## config.mk

```make
export PLATFORM = sky130hd
export DESIGN_NAME = regfile_wb_queue
export DESIGN_NICKNAME = d
export VERILOG_FILES = /design/src/rtl/regfile_pkg.sv /design/src/rtl/wb_match.sv /design/src/rtl/regfile_wb_queue.sv
export SDC_FILE = /design/constraint.sdc
export NUM_CORES = 1
export LEC_CHECK = 0
export ABC_AREA = 1
export CORE_AREA = 2 2 131 133
export CTS_CLUSTER_SIZE = 10
export DETAILED_ROUTE_END_ITERATION = 10
export DIE_AREA = 0 0 133 135
export PLACE_DENSITY_LB_ADDON = 0.3
export SYNTH_ARGS = -nofsm -noshare
export SYNTH_HDL_FRONTEND = slang
export SYNTH_SLANG_ARGS = --single-unit
export TNS_END_PERCENT = 5
```

## constraint.sdc

```tcl
create_clock -name clk -period 6.2 [get_ports clk]
set_input_delay 0.62 -clock clk [delete_from_list [all_inputs] [get_ports clk]]
set_output_delay 0.62 -clock clk [all_outputs]
set_load 0.01 [all_outputs]
```

## src/rtl/regfile_pkg.sv

```systemverilog
// Shared types for the 8x19 register file write side: request and queue-slot layouts.
package regfile_pkg;
  localparam int NUM_REGS = 8;
  localparam int DATA_W   = 19;
  localparam int ADDR_W   = $clog2(NUM_REGS);

  typedef struct packed {
    logic [ADDR_W-1:0] addr;
    logic [DATA_W-1:0] data;
  } wb_req_t;

  typedef struct packed {
    wb_req_t req;
    logic    live;
  } wb_slot_t;
endpackage

```

## src/rtl/wb_match.sv

```systemverilog
// Youngest live pending value for one read address; purely combinational, no flow control.
module wb_match
  import regfile_pkg::*;
#(
  parameter int DEPTH = 4
) (
  input  wb_slot_t [DEPTH-1:0]      slots,
  input  logic [$clog2(DEPTH)-1:0]  head,
  input  logic [$clog2(DEPTH):0]    count,
  input  logic [ADDR_W-1:0]         addr,
  output logic                      hit,
  output logic [DATA_W-1:0]         data
);
  localparam int PW = $clog2(DEPTH);

  logic [PW-1:0] idx;

  // Walk oldest to youngest so the last match seen wins.
  always_comb begin
    hit  = 1'b0;
    data = '0;
    idx  = '0;
    for (int off = 0; off < DEPTH; off++) begin
      idx = head + PW'(off);
      if ((PW+1)'(off) < count && slots[idx].live &&
          slots[idx].req.addr == addr && addr != '0) begin
        hit  = 1'b1;
        data = slots[idx].req.data;
      end
    end
  end
endmodule

```

## src/rtl/regfile_wb_queue.sv

```systemverilog
// Write-port owner: core writebacks win, late writebacks queue in order and drain on idle cycles.
// rf_* and fwd_* are combinational; pushes stall only when full or flushing, pending values forward next cycle.
module regfile_wb_queue #(
  parameter int DEPTH  = 4,
  parameter int DATA_W = 19,
  parameter int ADDR_W = 3
) (
  input  logic                       clk,
  input  logic                       reset,
  input  logic                       in_valid,
  output logic                       in_ready,
  input  logic [ADDR_W-1:0]          in_addr,
  input  logic [DATA_W-1:0]          in_data,
  input  logic                       flush,
  input  logic                       core_wb_en,
  input  logic [ADDR_W-1:0]          core_wb_addr,
  input  logic [DATA_W-1:0]          core_wb_data,
  output logic                       rf_w_enable,
  output logic [ADDR_W-1:0]          rf_add3,
  output logic [DATA_W-1:0]          rf_data_in,
  input  logic [ADDR_W-1:0]          fwd_add1,
  input  logic [ADDR_W-1:0]          fwd_add2,
  output logic                       fwd_hit1,
  output logic                       fwd_hit2,
  output logic [DATA_W-1:0]          fwd_data1,
  output logic [DATA_W-1:0]          fwd_data2,
  output logic [$clog2(DEPTH):0]     count,
  output logic                       empty,
  output logic                       full
);
  import regfile_pkg::*;

  localparam int PW = $clog2(DEPTH);

  wb_slot_t [DEPTH-1:0] slot_q, slot_d;
  logic [PW-1:0]        head_q, head_d, tail_q, tail_d;
  logic [PW:0]          count_q, count_d;

  wb_slot_t      head_slot;
  logic          head_occ, pop, push, push_store;
  logic [PW-1:0] off;

  assign full     = (count_q == (PW+1)'(DEPTH));
  assign empty    = (count_q == '0);
  assign in_ready = !full && !flush;
  assign count    = count_q;

  always_comb begin
    head_slot  = slot_q[head_q];
    head_occ   = !empty;
    // A dead head frees its slot even while the core owns the port.
    pop        = head_occ && (!head_slot.live || !core_wb_en);
    push       = in_valid && in_ready;
    push_store = push && (in_addr != '0);

    rf_w_enable = 1'b0;
    rf_add3     = '0;
    rf_data_in  = '0;
    if (core_wb_en) begin
      rf_w_enable = 1'b1;
      rf_add3     = core_wb_addr;
      rf_data_in  = core_wb_data;
    end else if (head_occ && head_slot.live) begin
      rf_w_enable = 1'b1;
      rf_add3     = head_slot.req.addr;
      rf_data_in  = head_slot.req.data;
    end

    slot_d  = slot_q;
    head_d  = head_q + PW'(pop);
    tail_d  = tail_q + PW'(push_store);
    count_d = count_q + (PW+1)'(push_store) - (PW+1)'(pop);
    off     = '0;

    // The core value is newer than anything already queued for the same register.
    if (core_wb_en && core_wb_addr != '0) begin
      for (int i = 0; i < DEPTH; i++) begin
        off = PW'(i) - head_q;
        if ({1'b0, off} < count_q && slot_q[i].req.addr == core_wb_addr)
          slot_d[i].live = 1'b0;
      end
    end

    if (push_store) begin
      slot_d[tail_q].req.addr = in_addr;
      slot_d[tail_q].req.data = in_data;
      slot_d[tail_q].live     = 1'b1;
    end

    if (flush) begin
      slot_d  = '0;
      head_d  = '0;
      tail_d  = '0;
      count_d = '0;
    end
  end

  always_ff @(posedge clk or posedge reset) begin
    if (reset) begin
      slot_q  <= '0;
      head_q  <= '0;
      tail_q  <= '0;
      count_q <= '0;
    end else begin
      slot_q  <= slot_d;
      head_q  <= head_d;
      tail_q  <= tail_d;
      count_q <= count_d;
    end
  end

  wb_match #(.DEPTH(DEPTH)) u_match1 (
    .slots (slot_q),
    .head  (head_q),
    .count (count_q),
    .addr  (fwd_add1),
    .hit   (fwd_hit1),
    .data  (fwd_data1)
  );

  wb_match #(.DEPTH(DEPTH)) u_match2 (
    .slots (slot_q),
    .head  (head_q),
    .count (count_q),
    .addr  (fwd_add2),
    .hit   (fwd_hit2),
    .data  (fwd_data2)
  );
endmodule

```

==> After elaboration in Yosys (flattened, before gate mapping) <==
Cells that the tools add are included.
{ "word_totals": {"regBits": 99, "out_inout_bits": 69, "elab_cells": 148} }
{ "classes": {"addsub": 11, "magnitude_cmp": 14, "n_eq_ne": 13, "muxes": 52, "n_reduce_logical": 43} }
{ "ops": {"columns": ["operator", "n"], "rows": [
  ["92-bit bitwise mux", 3],
  ["19-bit 2-to-1 mux", 10],
  ["23-bit binary-select mux with 2-bit select", 4],
  ["92-bit 2-to-1 mux", 2],
  ["23-bit demux with 2-bit select", 3],
  ["23-bit 2-to-1 mux", 5],
  ["3-bit == test", 12],
  ["1-bit logical AND", 31],
  ["20-bit 2-to-1 mux", 1],
  ["1-bit 2-to-1 mux", 19],
  ["2-bit by 3-bit < comparator with 1-bit output, second input constant", 5],
  ["2-bit by 3-bit < comparator with 1-bit output", 4],
  ["3-bit nonzero test", 4],
  ["3-bit 2-to-1 mux", 3],
  ["1-bit by 3-bit < comparator with 1-bit output, first input constant", 2],
  ["2-bit by 3-bit < comparator with 1-bit output, first input constant", 2],
  ["1-bit logical NOT", 5],
  ["2-bit by 1-bit adder with 2-bit output", 2],
  ["2-bit adder, second input constant", 2],
  ["2-bit 2-to-1 mux", 2],
  ["1-bit by 2-bit subtractor with 2-bit output, first input constant", 2],
  ["2-bit subtractor, first input constant", 2],
  ["3-bit by 1-bit adder with 3-bit output", 1],
  ["3-bit == test, second input constant", 1],
  ["other kinds (6)", 6]
]} }

==> Depth between registers and ports, before layout <==
Gate-level depths: netlist (run 1).
{ "logic_depth": {"word_depth": 10, "mapped_depth": 17, "ltp_nobuf": 14} }

==> Hierarchy <==
From an unflattened synthesis (run 1), not the netlist that was laid out.
{ "hier_totals": {"cells_unflattened": 2084, "hier_area_um2": 12688.4} }
{ "by_module_without_submodules": {"columns": ["mod", "instances", "cells_each", "area_per_inst_um2", "seq_area_each_um2"], "rows": [
  ["wb_match", 2, 692, 3452.1, 0.0],
  ["regfile_wb_queue", 1, 700, 5784.3, 2477.4]
]} }

==> Least setup slack after synthesis (run 1) <==
Ideal clock, no wire load.
{ "synth_path": {"kind": "reg2out", "startpoint": "register count_q[1], in the netlist count[1]", "endpoint": "output port fwd_data2[0]", "t_arrival_ps": 1818, "t_required_ps": 5580, "path_slack_ps": 3762, "path_stages_with_launch": 12, "path_buffers": 2, "path_cell_list": "dfrtp_1 > inv_1 > ha_1 > a21oi_1 > nand4_1 > nor2_1 > buf_4 > nand2_1 > buf_2 > nand3_1 > nand2_1 > nand2_1"} }
{ "synth_via": {"elab_chain_cells": 8, "elab_cells_between_ends": 20, "classes_between": "4 x order compare; 4 x mux; 12 x reduce/logical"} }
{ "synth_rtl": {"columns": ["item", "line_no", "rtl"], "rows": [
  ["from (decl)", "regfile_wb_queue.sv:37", "logic [PW:0] count_q, count_d;"],
  ["from (signal assigned)", "regfile_wb_queue.sv:108", "count_q <= count_d;"],
  ["1-bit by 3-bit < comparator with 1-bit output", "wb_match.sv:25", "if ((PW+1)'(off) < count && slots[idx].live &&"],
  ["1-bit logical AND (2 in a row)", "wb_match.sv:25", null],
  ["1-bit logical AND", "wb_match.sv:26", "slots[idx].req.addr == addr && addr != '0) begin"],
  ["19-bit 2-to-1 mux (3 in a row)", "wb_match.sv:25", null],
  ["19-bit 2-to-1 mux *", "wb_match.sv:25", null],
  ["to (decl)", "regfile_wb_queue.sv:26", "output logic [DATA_W-1:0] fwd_data2,"]
]} }
Every way passes the cells marked *; elsewhere a longest branch is shown, timed or not.

==> Final worst setup path (run 1) <==
{ "layout_path": {"startpoint": "register head_q[0]", "endpoint": "output port fwd_data2[12]"} }
{ "layout_via": {"elab_chain_cells": 9, "elab_cells_between_ends": 31, "classes_between": "3 x add/sub; 4 x eq/ne; 12 x mux; 12 x reduce/logical"} }
{ "layout_rtl": {"columns": ["item", "line_no", "rtl"], "rows": [
  ["from (decl)", "regfile_wb_queue.sv:36", "logic [PW-1:0] head_q, head_d, tail_q, tail_d;"],
  ["from (signal assigned)", "regfile_wb_queue.sv:101", "head_q <= '0;"],
  ["from (signal assigned)", "regfile_wb_queue.sv:106", "head_q <= head_d;"],
  ["2-bit by 1-bit adder with 2-bit output or 23-bit binary-select mux with 2-bit select (tied branches)", null, null],
  ["23-bit binary-select mux with 2-bit select or 23-bit 2-to-1 mux (tied branches)", "wb_match.sv:25, wb_match.sv:26, wb_match.sv:28", null],
  ["23-bit 2-to-1 mux (not written as such) (tied with other cells)", "wb_match.sv:25", null],
  ["3-bit == test or 1-bit logical AND (tied branches)", "wb_match.sv:26, wb_match.sv:25", null],
  ["1-bit logical AND (on tied branches)", "wb_match.sv:25, wb_match.sv:26", null],
  ["1-bit logical AND or 19-bit 2-to-1 mux (tied branches)", "wb_match.sv:26, wb_match.sv:25", null],
  ["19-bit 2-to-1 mux (2 in a row)", "wb_match.sv:25", null],
  ["19-bit 2-to-1 mux *", "wb_match.sv:25", null]
]} }
Every way passes the cells marked *; elsewhere a longest branch is shown, timed or not. The select of a mux whose other input is x is not followed.

==> impl_metrics.py, run 1 <==
metrics = {
    "global_route": {
        "grt_overflow_total": 0,
        "grt_pass1_wl_um": 47370,
        "grt_max_degree": 89,
        "antenna_found_initial": 0,
        "grt_pass1_vias": 8612,
        "track_usage_pct": 33.08,
    },
    "cells_and_area": {
        "drive_gt1_share_pct": 3.412,
        "final_cell_mix": "537 x nand2_1, 183 x nand3_1, 183 x o21ai_0, 144 x inv_1, 123 x clkdlybuf4s50_1",
        "nets": 1585,
        "n_antenna_cell": 0,
        "finalInstanceArea_sq_um": 10260,
        "areaGrowthSynthToFinish_pct": 14.33,
        "layout_commonest_cell": "nand2_1",
    },
    "yosys": {
        "synth.distinct_cells": 38,
        "netlist_area_sq_um": 8979,
        "synth_edf_count": 0,
        "ys_seq_area_share_pct": 27.59,
        "synth_cells": 1481,
        "synth-seq-cells": 99,
        "ys.flop_type": "dfrtp_1",
        "async_flop_share_pct": 100.0,
        "syn-num-nets": 1547,
        "ys.warnings.count": 0,
        "syn_area_per_cell_sq_um": 6.063,
    },
    "die": {
        "die_w_um": 133,
        "dieHeight_um": 135,
        "die-area_sq_um": 17960,
        "start_util_pct": 54.72,
        "rows": 47,
        "design.core.area_sq_um": 16410,
        "pin_count": 124,
    },
    "worst_setup_path": {
        "max_stage_delay_ns": 0.73,
        "rr_worst_depth": 13,
        "critical_path_class": "reg2out",
        "cp_cell_sequence": "buf_4, nand2_1, nand2_4, nand3_1, nand3_1, nand2_1, nor2_2, nand2_1, nand2_1, nand2_1, nand2_1, nand2_1, nand2_1, clkdlybuf4s50_1",
        "endpoint_kind": "output pin",
        "cp-startpoint": "head_q[0]$_DFF_PP0_",
        "crit_slowest_cell": "dfrtp_4",
        "cp_data_required_time_ns": 5.58,
        "cp-start-kind": "flip-flop",
        "r2r_slack_ns": 2.81,
        "r2r-end": "count[2]$_DFF_PP0_",
        "crit_fanout": 88,
        "crit_top_cell": "nand2_1",
        "critPathArrivalTime_ns": 4.99,
        "reg2reg_from": "head_q[0]$_DFF_PP0_",
    },
    "status": {
        "status": "completed",
    },
    "timing": {
        "fmax_mhz": 178.2,
        "tightest_slew_ns": 1.210,
        "min_period_ns": 5.612,
        "skew_ns": 0.007713,
        "slew_headroom_pct": 19.10,
        "finalMaxSlewViolations": 0,
        "rsz0062_at_grt": "no",
        "fin_setup_tns_ns": 0,
        "hold_viol": 0,
        "hold_slack_ns": 0.5337,
        "finalCritPeriodShare_pct": 90.51,
        "setup-violations-final": 0,
    },
    "cts": {
        "cts.sinks": 99,
        "cts_repair_resize_count": 0,
        "clk_pin_slew_worst_paths_ns": 0.07,
        "cts.hold.buffers_added": 0,
        "cts_tree": "yes",
        "root_buffer": "clkbuf_16",
        "post-cts-setup-buffers": 0,
        "cts_max_path_buffers": 2,
        "h-tree-depth": 3,
        "clk_latency_ns": 0.35,
        "cts_made_buffers": 9,
    },
    "power": {
        "netSwitchingPower_uw": 1638,
        "power.density_nw_per_um2": 318.7,
        "power.share.clock_pct": 18.3,
        "power_frac_seq_pct": 22.8,
        "ir_drop_v": 0.0003080,
        "p_leak_uw": 0.005028,
        "cell_internal_pwr_uw": 1633,
        "comb_power_share_pct": 58.9,
        "switching_share_pct": 50.07,
    },
    "detailed_routing": {
        "wl_per_cell_um": 17.00,
        "antenna_left": 0,
        "vias": 9993,
        "drtPass1Iterations": 6,
        "routed_wl_um": 29650,
        "drtIter0Drc": 1645,
        "via_per_inst": 5.730,
        "drc_errors": 0,
    },
    "placed_design": {
        "gp_congestion": 0.9771,
        "port_buffers": 123,
        "dp_hpwl_um": 21570,
        "place_area_sq_um": 9945,
    },
    "hold_path": {
        "min_to": "slot_q[87]$_DFFE_PP0P_",
        "timing.hold.worst_path_depth": 2,
        "min_from": "slot_q[87]$_DFFE_PP0P_",
        "hold_path.class": "reg2reg",
    },
    "flow_run": {
        "cap_violations": 0,
    },
}
## layout make-up
class                           instances  area (sq um)
Inverter                              151         578.1
Timing Repair Buffer                  133          1306
Fill cell                            1571          6142
Multi-Input combinational cell       1125          5304
Clock buffer                           12         246.5
Sequential cell                        99          2481
Tap cell                              220         275.3
Clock inverter                          4         73.82
## power groups by stage
stage | logic (uW) | clock network [uW] | registers [uW]
after floorplan | 1410 | 0 | 720
after global placement | 1830 | 0 | 755
after detailed placement | 1860 | 0 | 757
after CTS | 1870 | 604 | 745
after global routing | 2120 | 629 | 757
final | 1930 | 599 | 747
## logic make-up (layout without fill, tap and decap cells)
family                   after synthesis  in the layout  synth area share (%)
AO/OA/AOI/OAI                        285            285                 17.21
flip-flops                            99             99                 27.59
AND/OR/NAND/NOR                      810            810                 38.39
adder cells (fa/ha/maj)               11             11                 1.617
XOR/XNOR                              19             19                 1.853
buffers and inverters                257            300                 13.34
## Yosys cell counts (12+ instances only)
cell type	instances	share of area, %
dfrtp_1	99	28
a21oi_1	12	0.67
buf_6	18	2.3
nand2_1	537	22
o21ai_0	183	10
buf_2	34	1.9
inv_1	145	6.1
buf_4	12	1.0
o21ai_1	19	1.1
xor2_1	18	1.8
nand3_1	183	10
nor2_1	39	1.6
o22ai_1	51	3.6
clkbuf_1	32	1.3
nand3b_1	23	1.9
## stage by stage
step                      total power (uW)  worst slack, ns  utilization, %  cells
after detailed placement              2620            1.108           60.61   1728
after global routing                  3508           0.1970           62.56   1744
final                                 3271           0.5881           62.56   1744
after floorplan                       2134            2.990               -   1481
after global placement                2590            1.161           60.61   1728
after CTS                             3218           0.7394           62.56   1744
## state kept, by name (all words and copies together), names as in the netlist
signal  count
slot_q     92
count       3
head_q      2
tail_q      2
## critical path: cells and delay by family (launching register included)
| family | cells | cell delay, ns |
|---|---|---|
| buffers and inverters | 2 | 1.22 |
| and+or+nand+nor | 12 | 2.67 |
| DFF | 1 | 0.73 |
## routing by layer
metal	wire length (um)	track usage, %	part of all wire (%)	vias up
met5	0	0	0	-
met4	350	6.631	1.2	0
met3	3975	7.808	13	41
met2	11700	44.91	39	613
met1	13630	52.74	46	4458
li1	-	-	-	4881
## how the worst max path moves through the flow
stage | end | slack [ns] | cells past startpoint
finish | fwd_data2[12] | 0.59 | 14
global route | fwd_data2[6] | 0.20 | 14
CTS | fwd_data2[13] | 0.74 | 14
detailed placement | fwd_data2[13] | 1.11 | 14
global placement | fwd_data2[13] | 1.16 | 14
floorplan | count[0]$_DFF_PP0_ | 2.99 | 1
No activity file was read; power rests on OpenSTA's default activity.
==> run 2, diff against run 1 <==
--- a/config.mk
+++ b/config.mk
@@ -10,6 +10,7 @@
 export CTS_CLUSTER_SIZE = 10
 export DETAILED_ROUTE_END_ITERATION = 10
 export DIE_AREA = 0 0 133 135
+export HOLD_SLACK_MARGIN = 0.06
 export PLACE_DENSITY_LB_ADDON = 0.3
 export SYNTH_ARGS = -nofsm -noshare
 export SYNTH_HDL_FRONTEND = slang
==> results of run 2 <==
No change in the layout: final DEF, timing and power equal those of run 1.
==> run 3, diff against run 2 <==
--- a/config.mk
+++ b/config.mk
@@ -7,7 +7,7 @@
 export LEC_CHECK = 0
 export ABC_AREA = 1
 export CORE_AREA = 2 2 131 133
-export CTS_CLUSTER_SIZE = 10
+export CTS_CLUSTER_DIAMETER = 150
 export DETAILED_ROUTE_END_ITERATION = 10
 export DIE_AREA = 0 0 133 135
 export HOLD_SLACK_MARGIN = 0.06
==> results of run 3 <==
No change in the layout: final DEF, timing and power equal those of run 1.
